## src/rtl/control_unit.sv

```systemverilog
// control_unit: multi-cycle fetch/decode/execute/writeback sequencer for the
// 16-bit core. It fetches over a req/ready handshake, drives the register-file
// selects, computes results with an internal ALU, and writes them back with a
// one-cycle write enable. All outputs come straight from registers.
module control_unit #(
    parameter logic [15:0] RESET_PC = 16'h0000
) (
    input  logic        clk,
    input  logic        rst,
    output logic        imem_req,
    output logic [15:0] imem_addr,
    input  logic        imem_ready,
    input  logic [15:0] imem_data,
    output logic        rf_we,
    output logic [3:0]  rf_sel_in,
    output logic [3:0]  rf_sel_o1,
    output logic [3:0]  rf_sel_o2,
    output logic [15:0] rf_in,
    input  logic [15:0] rf_o1,
    input  logic [15:0] rf_o2,
    output logic        halted
);

    typedef enum logic [2:0] {
        S_IDLE,
        S_FETCH,
        S_DECODE,
        S_EXECUTE,
        S_WRITEBACK,
        S_HALT
    } state_t;

    localparam logic [3:0] OP_ADD  = 4'h0;
    localparam logic [3:0] OP_SUB  = 4'h1;
    localparam logic [3:0] OP_AND  = 4'h2;
    localparam logic [3:0] OP_OR   = 4'h3;
    localparam logic [3:0] OP_XOR  = 4'h4;
    localparam logic [3:0] OP_SHL  = 4'h5;
    localparam logic [3:0] OP_SHR  = 4'h6;
    localparam logic [3:0] OP_LI   = 4'h7;
    localparam logic [3:0] OP_JZ   = 4'h8;
    localparam logic [3:0] OP_HALT = 4'hF;

    state_t      state_q;
    logic [15:0] pc_q;
    logic [15:0] ir_q;
    logic [15:0] res_q;
    logic [3:0]  rf_sel_in_q;
    logic        rf_we_q;
    logic        imem_req_q;
    logic        halted_q;

    logic [3:0]  op;
    logic [3:0]  rd;
    logic        writes_rf;
    logic [15:0] alu_d;
    logic [15:0] jz_target_d;

    assign op        = ir_q[15:12];
    assign rd        = ir_q[11:8];
    assign writes_rf = (op <= OP_LI);

    // Branch target: off8 = {rd, rs2}, sign-extended, relative to the
    // already-incremented pc; the 16-bit sum wraps naturally.
    assign jz_target_d = pc_q + {{8{ir_q[11]}}, ir_q[11:8], ir_q[3:0]};

    // ALU: operands arrive from the register file on the selects held since DECODE
    always_comb begin
        // NOTE: a default assignment first means every path drives alu_d, so no latch is inferred.
        alu_d = 16'h0000;
        case (op)
            OP_ADD:  alu_d = rf_o1 + rf_o2;
            OP_SUB:  alu_d = rf_o1 - rf_o2;
            OP_AND:  alu_d = rf_o1 & rf_o2;
            OP_OR:   alu_d = rf_o1 | rf_o2;
            OP_XOR:  alu_d = rf_o1 ^ rf_o2;
            OP_SHL:  alu_d = rf_o1 << rf_o2[3:0];
            OP_SHR:  alu_d = rf_o1 >> rf_o2[3:0];
            OP_LI:   alu_d = {8'h00, ir_q[7:0]};
            default: alu_d = 16'h0000;
        endcase
    end

    // Sequencer FSM with registered outputs; reset aborts any cycle, including a write
    always_ff @(posedge clk or posedge rst) begin
        if (rst) begin
            state_q     <= S_IDLE;
            pc_q        <= RESET_PC;
            ir_q        <= 16'h0000;
            res_q       <= 16'h0000;
            rf_sel_in_q <= 4'h0;
            rf_we_q     <= 1'b0;
            imem_req_q  <= 1'b0;
            halted_q    <= 1'b0;
        end else begin
            // NOTE: non-blocking assignments so every register updates from pre-edge values.
            case (state_q)
                S_IDLE: begin
                    imem_req_q <= 1'b1;
                    state_q    <= S_FETCH;
                end
                S_FETCH: begin
                    if (imem_ready) begin
                        ir_q       <= imem_data;
                        pc_q       <= pc_q + 16'd1;
                        imem_req_q <= 1'b0;
                        state_q    <= S_DECODE;
                    end
                end
                S_DECODE: begin
                    state_q <= S_EXECUTE;
                end
                S_EXECUTE: begin
                    if (writes_rf) begin
                        // Result and select are registered together so they are
                        // stable for the whole cycle rf_we is high.
                        res_q       <= alu_d;
                        rf_sel_in_q <= rd;
                        rf_we_q     <= 1'b1;
                        state_q     <= S_WRITEBACK;
                    end else if (op == OP_HALT) begin
                        halted_q <= 1'b1;
                        state_q  <= S_HALT;
                    end else begin
                        if ((op == OP_JZ) && (rf_o1 == 16'h0000)) begin
                            pc_q <= jz_target_d;
                        end
                        imem_req_q <= 1'b1;
                        state_q    <= S_FETCH;
                    end
                end
                S_WRITEBACK: begin
                    rf_we_q    <= 1'b0;
                    imem_req_q <= 1'b1;
                    state_q    <= S_FETCH;
                end
                S_HALT: begin
                    state_q <= S_HALT;
                end
                default: begin
                    rf_we_q    <= 1'b0;
                    imem_req_q <= 1'b0;
                    state_q    <= S_IDLE;
                end
            endcase
        end
    end

    assign imem_req  = imem_req_q;
    assign imem_addr = pc_q;
    assign rf_we     = rf_we_q;
    assign rf_sel_in = rf_sel_in_q;
    assign rf_in     = res_q;
    assign rf_sel_o1 = ir_q[7:4];
    assign rf_sel_o2 = ir_q[3:0];
    assign halted    = halted_q;

endmodule
```

## config.mk

```make
export PLATFORM = sky130hd
export DESIGN_NAME = control_unit
export DESIGN_NICKNAME = d
export VERILOG_FILES = /design/src/rtl/control_unit.sv
export SDC_FILE = /design/constraint.sdc
export NUM_CORES = 1
export LEC_CHECK = 0
export CORE_ASPECT_RATIO = 0.8
export CORE_MARGIN = 10
export CORE_UTILIZATION = 45
export DETAILED_ROUTE_END_ITERATION = 12
export HOLD_SLACK_MARGIN = 0.03
export MAX_ROUTING_LAYER = met4
export PLACE_DENSITY_LB_ADDON = 0.3
export SLEW_MARGIN = 10
export SYNTH_ARGS = -nofsm -noshare
export SYNTH_HDL_FRONTEND = slang
export SYNTH_SLANG_ARGS = --single-unit
export TNS_END_PERCENT = 50
```

## constraint.sdc

```tcl
create_clock -name clk -period 5.4 [get_ports clk]
set_input_delay 0.54 -clock clk [delete_from_list [all_inputs] [get_ports clk]]
set_output_delay 0.54 -clock clk [all_outputs]
set_load 0.02 [all_outputs]
```

==> impl_results.md, run 1 <==
- Worst Skew: between 0.007 and 0.008 ns
- Critical Path Sink Type: flop
- Synthesized instance count: 772
- H-tree depth: 3
- Max Root-Sink Buffers: 2
- RSZ-0062 raised after global routing: no
- Post-layout min period: just under 4 ns
- Max Cap Viol: 0
- I/O pins: 98
- Chip Height: 126 microns
- Most frequent cells in the layout: 96 x clkdlybuf4s50_1, 70 x nor2_1, 69 x a21oi_1
- Post-CTS Setup Bufs: 0
- Ys Warns: 0
- CP delay by family, top: simple AND/OR/NAND/NOR gates
- GRT overflow: 0
- Avg Inst Size Synth: 8.22 sq um
- Crit-path cells: nand2b_1 -> nor3_2 -> nor2_1 -> xnor2_1 -> ha_1 -> nor2b_1 -> o21ai_1 -> a21oi_1 -> o2111ai_1 -> and3_1 -> o21ai_0 -> a31oi_1
- F_max: 258 MHz
- Buf/Inv on CP: 0
- N_diodes: 0
- CTS Buf Count: 9
- Worst Path Required: 5.59 ns
- CTS Sinks: 58
- Final hold slack: 0.473 ns
- Final instance area: 7680 sq um
- DR WL/cell: 22.0 microns
- Post-synthesis mux area share: 0.0956
- Ys async rst share: 1.00
- Largest family of logic cells by synthesized area: compound AO/OA/AOI/OAI gates
- DRT Pass-1 Iters: 6
- Final Setup Violations: 0
- # rows: 38
- First-pass GRT wire length: 35.4 mm
- Die ar.: roughly 19000 sq um
- Status: finished clean
- Xor/xnor share of the synthesized area: 0.0497
- Ys flop type: dfrtp_1
- Worst Path Arrival: 4.06 ns
- Register area: around 1500 sq um
- Core area: 13700 sq um
- Number of global-route vias before repair: 6017
- Critical path's slowest cell: dfrtp_1
- Period utilization: 0.717
- WS Path Type: flop to flop
- Die Wd: roughly 150 microns
- Tightest Pin Transition: around 1.2 ns
- Power Total: around 4 mW
- Gr usage total: 0.232
- VDD IR max: 0.329 mV
- #FFs+latches synth: 58
- Hold bufs inserted after CTS: 0
- Area of the multi-input gates: 4500 sq um
- Clk root buf: clkbuf_16
- Slowest cell delay on critical path: 0.82 ns
- Routed vias: 6376
- Cell area after synthesis: approximately 6300 sq um
- Residual DRC: 0
- Worst-path clk slew: 0.06 ns
- Initial antenna violation count: 0
- Cts repair resizes: 0
- Net count, final: 955
- Slew Limit Headroom: 0.189
- Area Overhead vs Synth: 20.9%
- Post-Route Setup TNS: 0 ns
- HPWL Detailed: 17.1 mm
- Max Slew Vio Count: 0
- Leakage: 3.29 nW
- Via density: 6.23
- Remaining antenna violation count: 0
- CP Launch Type: flop
- Placed inst area: 7360 sq um
- Syn nets: 889
- PwrDens: 507 nW/um^2
- Largest net degree at the start of global routing: 59
- Post-synthesis adder-cell area fraction: 0.132
- Crit path max fanout: 19
- Initial Util: 0.464
- Final WL: approximately 22 mm
- Gpl congestion: 1.01
- Commonest non-fill, non-tap cell in the layout: clkdlybuf4s50_1
- HP Class: flop to flop
- FILL cells: 1280
- TritonCTS clock tree: built
- Post-synthesis simple-gate area fraction: 0.174
- Final Hold Fails: 0
- Post-synth EDFFs: 0
- Initial DRC count: 783
- Seq/Total Area, Yosys: 0.229
- Worst skew pair latency: between 0.3 and 0.4 ns
- Layout cells sized above 1: 0.0783
- Number of I/O port buffers: 97
- Netlist cell types: slightly below 80
- Synth Area in Compound Gates: 0.255
-- synth_stat cells (3+ instances only) --
cell type   n  area share
nor2_1     70       0.041
a21oi_1    69       0.054
ha_1       64        0.13
nand2_1    62       0.037
dfrtp_1    58        0.23
inv_1      41       0.024
xnor2_1    27       0.037
buf_2      26       0.020
o21ai_0    23       0.018
mux2i_1    19       0.030
mux2_2     17       0.030
a21o_1     16       0.019
nand2b_1   15       0.015
nor2b_1    15       0.015
o21ai_1    15       0.012
a31oi_1    14       0.014
a211oi_1   13       0.015
nor3_1     13       0.010
a22oi_1    11       0.013
o211ai_1   10       0.012
clkbuf_1    9      0.0053
xor2_1      9       0.012
and2_1      8      0.0079
buf_4       8      0.0095
mux2_1      8       0.014
nand3_1     7      0.0055
nor4_1      7      0.0069
o21a_1      7      0.0083
o22ai_1     7      0.0069
a221oi_1    6      0.0083
and3_1      6      0.0059
buf_1       6      0.0035
mux4_2      6       0.021
a211o_1     5      0.0069
o221ai_1    5      0.0069
a41oi_1     4      0.0055
nand3b_1    4      0.0047
nor3_2      4      0.0063
o2111ai_1   4      0.0055
o32a_1      4      0.0063
inv_2       3      0.0018
nand4_1     3      0.0030
o21bai_1    3      0.0035
-- cells by family (layout without fill, tap and decap cells) --
family                     after synthesis  after routing
adders and majority gates               66             66
muxes                                   50             50
xor gates and xnor gates                36             36
DFF                                     58             58
buffers and inverters                   93            164
and+or+nand+nor                        227            227
AOI/OAI and AO/OA                      242            242
-- sequential cells by signal, indices dropped and copies added (netlist names) --
name       flops
halted         1
imem_addr     16
imem_req       1
ir_q          16
rf_in         16
rf_sel_in      4
rf_we          1
state_q        3
-- where the power goes --
| group | leakage [nW] | internal, mW | switching [mW] |
|---|---|---|---|
| sequential | 0.672 | 0.652 | 0.253 |
| combinational | 2.46 | 1.06 | 1.29 |
| clock | 0.153 | 0.406 | 0.231 |
-- metrics by stage --
| stage | setup slack [ns] | instances | utilization |
|---|---|---|---|
| 2_1_floorplan | 1.65 | 772 | - |
| 3_3_place_gp | 1.34 | 1007 | 0.537 |
| 3_5_place_dp | 1.34 | 1007 | 0.537 |
| 4_1_cts | 1.67 | 1023 | 0.561 |
| 5_1_grt | 1.23 | 1023 | 0.561 |
| 6_report | 1.53 | 1023 | 0.561 |
-- cell type report --
class,count,share of cell area
clock inverters,6,0.0117
inverters,44,0.0215
repair buffers,104,0.133
multi-input cells,621,0.586
clock buffers,10,0.0298
well taps,180,0.0293
flip-flops and latches,58,0.189
-- layer usage --
layer / part of all wire / vias to the layer above / track usage / routed length, microns
met4: 0.014 / 0 / 0.0487 / 308
met2: 0.42 / 334 / 0.322 / 9440
li1: - / 2971 / - / -
met3: 0.11 / 41 / 0.0609 / 2410
met5: 0 / - / - / 0
met1: 0.46 / 3030 / 0.330 / 10300
-- worst paths after layout --
kind / from / endpoint / slack, ns / depth (start not counted)
min in group asynchronous: rst / rf_in[8] / 0.73 / 3
min reg2reg: imem_addr[15] / imem_addr[15] / 0.47 / 1
max reg2reg: ir_q[12] / rf_in[10] / 1.53 / 12
max: ir_q[12] / rf_in[10] / 1.53 / 12
min: imem_addr[15] / imem_addr[15] / 0.47 / 1
max in group asynchronous: rst / ir_q[6] / 4.13 / 3
Note: power is estimated with default switching activity, not from simulation.
==> run 2: changes to the inputs <==
clock period = 3.25 ns   (was 5.4 ns; I/O delays follow)
==> impl_results.md, run 2 (synthesized netlist as in run 1, its figures left out) <==
- Reg2reg path depth: 13
- Net count, final: around 1000
- Cts repair resizes: 0
- Initial antenna violation count: 0
- Critical path origin: rf_o2[0]
- Clk root buf: clkbuf_16
- Crit-path most repeated cell: ha_1
- Worst reg2reg setup slack: around 0.16 ns
- Gpl congestion: between 0.9 and 1
- Worst skew pair latency: 0.35 ns
- N_diodes: 0
- Commonest non-fill, non-tap cell in the layout: clkdlybuf4s50_1
- Final Setup Violations: 0
- Core area: 13700 sq um
- Final Core Density: 0.605
- Placed inst area: 7990 sq um
- CP Launch Type: primary input
- Final cell count without fillers: 1107
- # rows: 38
- Status: finished clean
- Leakage: 3.69 nW
- Post-Route Setup TNS: 0 ns
- Routed vias: about 6500
- Initial Util: 0.464
- Pre-CTS WS: -0.159 ns
- I/O pins: 98
- Final instance area: between 8000 and 9000 sq um
- PwrDens: 816 nW/um^2
- Sw Ratio: 0.452
- Layout cells sized above 1: 0.163
- TritonCTS clock tree: built
- Largest net degree at the start of global routing: 48
- Final Hold Fails: 0
- Max Slew Vio Count: 0
- Net Sw Power: 3.05 mW
- Final WL: between 20 and 25 mm
- Die ar.: 19300 sq um
- Combinational Power Share: 0.647
- Initial DRC count: 681
- Max Cap Viol: 0
- Post-layout min period: 3.11 ns
- Crit-path cells: clkdlybuf4s50_1 -> inv_2 -> ha_1 -> nand2_1 -> o41ai_2 -> xnor2_1 -> ha_1 -> a21o_1 -> or3_4 -> o22ai_2 -> o21ai_2 -> a311oi_2 -> nor4_1 -> a211o_1
- VDD IR max: around 0.45 mV
- Clk pwr share: 0.149
- Area Overhead vs Synth: 30.6%
- Critical Path Sink Type: flop
- Crit path max fanout: 3
- Slew Limit Headroom: 0.513
- CTS Buf Count: 9
- Number of I/O port buffers: 97
- Worst r2r dst: rf_in[13]
- Post-CTS Setup Bufs: 0
- Max Root-Sink Buffers: 2
- Worst Skew: 0.00334 ns
- H-tree depth: 3
- DR WL/cell: ~21 microns
- Via density: 5.90
- Chip Height: 126 microns
- Tightest Pin Transition: 0.721 ns
- Residual DRC: 0
- Power Total: 6.76 mW
- Most frequent cells in the layout: 96 x clkdlybuf4s50_1, 91 x buf_4, 70 x nor2_1
- Gr usage total: 0.238
- Slowest cell delay on critical path: 0.45 ns
- HP Class: primary input to async pin
- Sequential group share of total power: 0.204
- Period utilization: 0.958
- Hold bufs inserted after CTS: 0
- Die Wd: 153 microns
- FF-to-FF Start: ir_q[14]
- F_max: 321 MHz
- DRT Pass-1 Iters: 5
- GRT overflow: 0
- Internal Power: around 3.7 mW
- First-pass GRT wire length: 36.1 mm
- RSZ-0062 raised after global routing: yes
- HPWL Detailed: 18.4 mm
- WS Path Type: primary input to flop
- Worst-path clk slew: approximately 0.060 ns
- Setup ws final: 0.135 ns
- Remaining antenna violation count: 0
- CTS Sinks: 58
- Final hold slack: 0.365 ns
- Critical path's slowest cell: clkdlybuf4s50_1
- Worst Path Required: roughly 3.5 ns
- Number of global-route vias before repair: approximately 6200
- Worst Path Arrival: 3.35 ns
- Crit path to: rf_in[13]
- Post-Place Cells: 1091
-- run 2: worst max-delay path, delay by kind of cell --
family          cells  cell delay, ns
xor+xnor            1            0.18
simple gates        3            0.52
buf+inv             2            0.54
fa+ha+maj           2            0.49
compound gates      6            1.27
-- run 2: area by class of cell --
class / count / area (sq um)
fillers: 1274 / 5400
multi-input cells: 621 / 4500
repair buffers: 188 / 1650
flip-flops and latches: 58 / 1450
clock buffers: 9 / 225
well taps: 180 / 225
inverters: 44 / 165
clock inverters: 7 / 76.3
-- run 2: worst min path at each step --
stage             startpoint             to  slack [ns]  cells after the start
4_1_cts                  rst       rf_in[5]        0.39                      2
6_report                 rst       rf_in[5]        0.36                      2
3_5_place_dp    rf_sel_in[3]   rf_sel_in[3]        0.47                      2
3_3_place_gp   imem_addr[15]  imem_addr[15]        0.47                      1
2_1_floorplan        ir_q[8]   rf_sel_in[0]        0.45                      2
5_1_grt                  rst       rf_in[5]        0.44                      2
-- run 2: power by group through the flow --
stage	sequential [mW]	clock [mW]	combinational, mW
floorplan	1.59	0	2.52
global placement	1.37	0	4.29
detailed placement	1.39	0	4.32
CTS	1.38	1.01	4.34
global route	1.42	1.04	4.77
finish	1.38	1.01	4.38
-- run 2: per-layer routing --
metal  track usage  routed length, microns
met5             -                       0
met4        0.0470                     215
met3        0.0619                    2240
met2         0.336                    9560
met1         0.333                   11000
